**src/rtl/cfg_seq_pkg.sv**
```systemverilog
// Shared types and header field positions for the column frame strobe sequencer.
package cfg_seq_pkg;

   typedef enum logic [2:0] {
      IDLE,
      DATA,
      SETUP,
      STROBE,
      CHECK
   } seqState_t;

   localparam int HDR_FLAG_BIT = 31;
   localparam int COL_HI       = 23;
   localparam int COL_LO       = 16;
   localparam int START_HI     = 15;
   localparam int START_LO     = 8;
   localparam int CNT_HI       = 7;
   localparam int CNT_LO       = 0;

endpackage

```
**src/rtl/frame_strobe_decoder.sv**
```systemverilog
// Registered index-to-one-hot decoder; the output is all zero unless enable is high
// and the index falls inside the strobe vector.
module frame_strobe_decoder #(
   parameter int Width = 20
) (
   input  logic             CLK,
   input  logic             RST,
   input  logic             enable,
   input  logic [7:0]       index,
   output logic [Width-1:0] strobe
);

   // NOTE: sequential state uses non-blocking assignments so every flop samples pre-edge values.
   always_ff @(posedge CLK or posedge RST) begin
      if (RST) begin
         strobe <= '0;
      end else begin
         for (int i = 0; i < Width; i++) begin
            strobe[i] <= enable && (32'(index) == i);
         end
      end
   end

endmodule

```
**src/rtl/frame_strobe_sequencer.sv**
```systemverilog
// Column config front end: header/data word stream in, FrameData plus one-hot FrameStrobe out.
// Optional trailer checksum word is enabled with `define CONFIG_WORD_CHECKSUM_EN.
module frame_strobe_sequencer
   import cfg_seq_pkg::*;
#(
   parameter int         MaxFramesPerCol = 20,
   parameter int         FrameBitsPerRow = 32,
   parameter logic [7:0] ColumnId        = 8'd0
) (
   input  logic                       CLK,
   input  logic                       RST,
   input  logic [31:0]                WordData,
   input  logic                       WordValid,
   output logic                       WordReady,
   output logic [FrameBitsPerRow-1:0] FrameData,
   output logic [MaxFramesPerCol-1:0] FrameStrobe,
   output logic                       Busy,
   output logic                       Error,
   input  logic                       ErrorClear
);

   seqState_t  state;
   logic [7:0] frameIdx;
   logic [7:0] remaining;
   logic       colMatch;
   logic       wordAccept;
   logic       idxInRange;
   logic       strobeEnable;
   logic       errorEvent;
`ifdef CONFIG_WORD_CHECKSUM_EN
   logic [31:0] checkSum;
`endif

   assign wordAccept   = WordValid && WordReady;
   assign idxInRange   = 32'(frameIdx) < MaxFramesPerCol;
   // Strobe register loads during SETUP so the pulse occupies exactly the STROBE cycle.
   assign strobeEnable = (state == SETUP) && colMatch && idxInRange;

   // NOTE: every combinational output gets a default first so no latch is inferred.
   always_comb begin
      errorEvent = 1'b0;
      if (state == IDLE && wordAccept && !WordData[HDR_FLAG_BIT]) errorEvent = 1'b1;
      if (state == STROBE && colMatch && !idxInRange)             errorEvent = 1'b1;
`ifdef CONFIG_WORD_CHECKSUM_EN
      if (state == CHECK && wordAccept && WordData != checkSum)   errorEvent = 1'b1;
`endif
   end

   always_ff @(posedge CLK or posedge RST) begin
      if (RST) begin
         state     <= IDLE;
         frameIdx  <= '0;
         remaining <= '0;
         colMatch  <= 1'b0;
         FrameData <= '0;
         WordReady <= 1'b0;
         Busy      <= 1'b0;
         Error     <= 1'b0;
`ifdef CONFIG_WORD_CHECKSUM_EN
         checkSum  <= '0;
`endif
      end else begin
         // A new error event wins over a simultaneous clear.
         Error <= errorEvent || (Error && !ErrorClear);
         case (state)
            IDLE: begin
               WordReady <= 1'b1;
               Busy      <= 1'b0;
               if (wordAccept && WordData[HDR_FLAG_BIT]) begin
                  state     <= DATA;
                  Busy      <= 1'b1;
                  frameIdx  <= WordData[START_HI:START_LO];
                  remaining <= WordData[CNT_HI:CNT_LO];
                  colMatch  <= (WordData[COL_HI:COL_LO] == ColumnId);
`ifdef CONFIG_WORD_CHECKSUM_EN
                  checkSum  <= '0;
`endif
               end
            end
            DATA: begin
               if (wordAccept) begin
                  if (colMatch && idxInRange) FrameData <= WordData;
`ifdef CONFIG_WORD_CHECKSUM_EN
                  checkSum  <= checkSum ^ WordData;
`endif
                  state     <= SETUP;
                  WordReady <= 1'b0;
               end
            end
            SETUP: begin
               state <= STROBE;
            end
            STROBE: begin
               frameIdx  <= frameIdx + 8'd1;
               WordReady <= 1'b1;
               if (remaining == 8'd0) begin
`ifdef CONFIG_WORD_CHECKSUM_EN
                  state <= CHECK;
`else
                  state <= IDLE;
                  Busy  <= 1'b0;
`endif
               end else begin
                  remaining <= remaining - 8'd1;
                  state     <= DATA;
               end
            end
            CHECK: begin
`ifdef CONFIG_WORD_CHECKSUM_EN
               if (wordAccept) begin
                  state <= IDLE;
                  Busy  <= 1'b0;
               end
`else
               state <= IDLE;
               Busy  <= 1'b0;
`endif
            end
            default: begin
               state <= IDLE;
               Busy  <= 1'b0;
            end
         endcase
      end
   end

   frame_strobe_decoder #(
      .Width(MaxFramesPerCol)
   ) strobeDecoder (
      .CLK   (CLK),
      .RST   (RST),
      .enable(strobeEnable),
      .index (frameIdx),
      .strobe(FrameStrobe)
   );

endmodule

```
**config.mk**
```make
export PLATFORM = sky130hd
export DESIGN_NAME = frame_strobe_sequencer
export DESIGN_NICKNAME = d
export VERILOG_FILES = /design/src/rtl/cfg_seq_pkg.sv /design/src/rtl/frame_strobe_decoder.sv /design/src/rtl/frame_strobe_sequencer.sv
export SDC_FILE = /design/constraint.sdc
export NUM_CORES = 1
export LEC_CHECK = 0
export CAP_MARGIN = 20
export CORE_AREA = 2 2 99 110
export CTS_CLUSTER_SIZE = 30
export DETAILED_ROUTE_END_ITERATION = 8
export DIE_AREA = 0 0 101 112
export GPL_ROUTABILITY_DRIVEN = 0
export PLACE_DENSITY_LB_ADDON = 0.2
export SLEW_MARGIN = 30
export SYNTH_ARGS = -nofsm -noshare
export SYNTH_HDL_FRONTEND = slang
export SYNTH_SLANG_ARGS = --single-unit
```
**constraint.sdc**
```tcl
create_clock -name CLK -period 5.5 [get_ports CLK]
set_clock_uncertainty 0.1 [all_clocks]
set_input_delay 1.65 -clock CLK [delete_from_list [all_inputs] [get_ports CLK]]
set_output_delay 1.65 -clock CLK [all_outputs]
set_load 0.05 [all_outputs]
```
==> key figures <==
Clocking
  • H-tree depth: 3
  • Setup Fix Bufs, Post-CTS: 0
  • Root buffer cell: clkbuf_16
  • Post-CTS sizing: 0
  • Clk slew on worst S/H paths: 0.06 ns
  • Worst skew pair latency: 0.32 ns
  • Deepest clock path buffer count: 2
  • TritonCTS Buffers: 9
  • CTS tree: done
  • Post-CTS Hold Fix Bufs: 0
  • Clk sinks: 74

Floorplanning
  • Io pins: 91
  • CORE AREA: 0.01025 sq mm
  • Starting density of the core: 34.09%
  • Die Height: 112 um
  • Die area: 0.01131 sq mm
  • Row count: 39
  • Die Wd: 101 um

Setup path
  • Worst EP arrival: 1.65 ns
  • CP Class: register to output port
  • Crit-path cells: clkdlybuf4s50_1
  • CP endpoint kind: output port
  • CP max-delay cell: clkdlybuf4s50_1
  • WP buf/inv: 1
  • Crit-path leading delay family: buffers and inverters
  • Crit path launch type: register
  • Delay of the slowest cell on the worst path: 0.86 ns
  • Worst-path fanout max: 8
  • Critical path required time: 3.75 ns

Logic synthesis
  • Post-Synthesis Cells: 285
  • Distinct cells, synth: 50
  • Syn Nets: 331
  • Top-area cell type share of the netlist area: 53.01%
  • EDFF count, synth: 0
  • Yosys warns: 0
  • Leading area contributor after synthesis: dfrtp_1
  • Sequential share of the synthesized area: 53.01%
  • Asr flop ratio synth: 100.0%
  • Synth top area cells: dfrtp_1 (53%), mux2_4 (13%), ha_1 (3.6%)
  • #FFs+latches synth: 74
  • Most common flop cell mapped by yosys: dfrtp_1
  • Mean Syn Cell Area: 12.26 sq um
  • Post-Syn Area: 0.003493 sq mm

Global route
  • Number of global-route vias before repair: 2467
  • Largest net degree at the start of global routing: 53
  • Initial antenna violation count: 0
  • First-pass GRT wire length: 12510 um
  • Total Routing Usage GR: 14.10%
  • GR Overflow Total: 0

STA
  • Relative slew slack: 46.20%
  • PnR worst setup slack: 2.104 ns
  • Crit path time final: 3.396 ns
  • Max-slew violations: 0
  • Setup_tns: 0 ns
  • Worst slew pin tran: 0.8070 ns
  • Hold_ws: 0.4078 ns
  • Tcrit/Tclk final: 61.75%
  • Final Hold Viols: 0
  • RSZ-0062 raised after global routing: no
  • Final setup viols: 0
  • Fmax: 294.4 MHz

Place
  • Hpwl dp: 5451 um
  • Placement Setup Slack: 1.787 ns
  • Area after DPL: 0.004467 sq mm
  • Number of buffers added on ports: 90

Pwr
  • Flop pwr share: 37.8%
  • Switching power total: 0.0007038 W
  • Comb power frac: 32.5%
  • PwrDens: 406.2 mW/mm^2
  • Max IR drop VDD: 241.0 uV
  • Clk pwr share: 29.7%
  • Leak: 2.215 nW
  • Sw Ratio: 36.39%
  • Internal: 0.001230 W

Routing
  • Iteration-0 DRC Markers: 81
  • Via Count: 2480
  • DRT Pass-1 Iters: 4
  • ANT nets after route: 0
  • Wire per inst: 15.41 um
  • Vias/cell: 4.930
  • Total Routed Length: 7750 um
  • Drc violations: 0

Layout
  • Final instance area: 0.004761 sq mm
  • Commonest non-fill, non-tap cell in the layout: clkdlybuf4s50_1
  • Diode count: 0
  • Commonest cells after routing, fill and taps aside: clkdlybuf4s50_1 (90), dfrtp_1 (74), mux2_4 (30), nand2_1 (17), o21ai_0 (15)
  • Layout cells sized above 1: 15.53%
  • Layout net count: 422
  • Area delta synth->final: 36.28%

Flow run
  • Max cap viols: 0

Worst hold path
  • Hold Path Class: register to register

Outcome
  • Status: finished, final reports clean
layout make-up:
class                      instances  area [sq um]
fill                             954          5487
sequential                        74          1852
multi-input combinational        189          1506
timing repair buffer              92         915.9
clock buffer                       9         225.2
tap                              123         153.9
clock inverter                     6         68.82
inverter                          10         38.79
worst paths after layout:
path / depth (start not counted) / end / from / slack, ns
worst max-delay path: 1 / WordReady / WordReady / 2.10
worst min-delay path: 1 / FrameData[12] / FrameData[12] / 0.41
worst max register to register: 6 / remaining[3] / remaining[0] / 3.17
worst min register to register: 1 / FrameData[12] / FrameData[12] / 0.41
max in group asynchronous: 3 / frameIdx[1] / RST / 2.77
min in group asynchronous: 2 / FrameData[30] / RST / 1.54
metal layers:
metal | global-route usage [%] | routed length, um
met5 | 0 | 0
met4 | 4.054 | 54
met3 | 3.641 | 286
met2 | 23.47 | 3975
met1 | 18.07 | 3433
sequential cells by signal, summed over array words and instances (netlist names), 2 cells and up:
name / count
FrameData: 32
strobeDecoder.strobe: 20
frameIdx: 8
remaining: 8
state: 2
cell families (layout without fill, tap and decap cells):
| group | Yosys count | after routing | synth area share [%] |
|---|---|---|---|
| mux | 38 | 38 | 15.29 |
| buf+inv | 22 | 117 | 4.011 |
| flops | 74 | 74 | 53.01 |
| fa+ha+maj | 10 | 10 | 3.582 |
| simple gates | 86 | 86 | 14.11 |
| compound gates | 55 | 55 | 9.993 |
through the flow:
step / total power (W) / util (%) / instances
2_1_floorplan: 0.001185 / - / 285
3_3_place_gp: 0.001350 / 43.55 / 488
3_5_place_dp: 0.001372 / 43.59 / 488
4_1_cts: 0.001959 / 46.46 / 503
5_1_grt: 0.002079 / 46.46 / 503
6_report: 0.001934 / 46.46 / 503
cells in the mapped netlist, types with 3 or more instances:
cell / instances
nand2_1: 17
mux2_2: 3
nor3_1: 4
ha_1: 10
o22ai_1: 5
nor2b_1: 8
a2bb2oi_1: 4
mux2i_1: 5
nor2_1: 6
and3_1: 10
nor4_1: 5
mux2_4: 30
and2_1: 9
dfrtp_1: 74
inv_1: 10
buf_12: 3
nand3_1: 10
a21oi_1: 13
clkbuf_1: 6
a31oi_1: 3
o21ai_0: 15
power groups by stage:
stage,clock [W],sequential [W],combinational (W)
detailed placement,0,0.000738,0.000634
CTS,0.000595,0.000729,0.000635
global placement,0,0.000736,0.000614
finish,0.000575,0.000730,0.000628
global route,0.000624,0.000748,0.000707
floorplan,0,0.000727,0.000458
No activity file was read; power rests on OpenSTA's default activity.
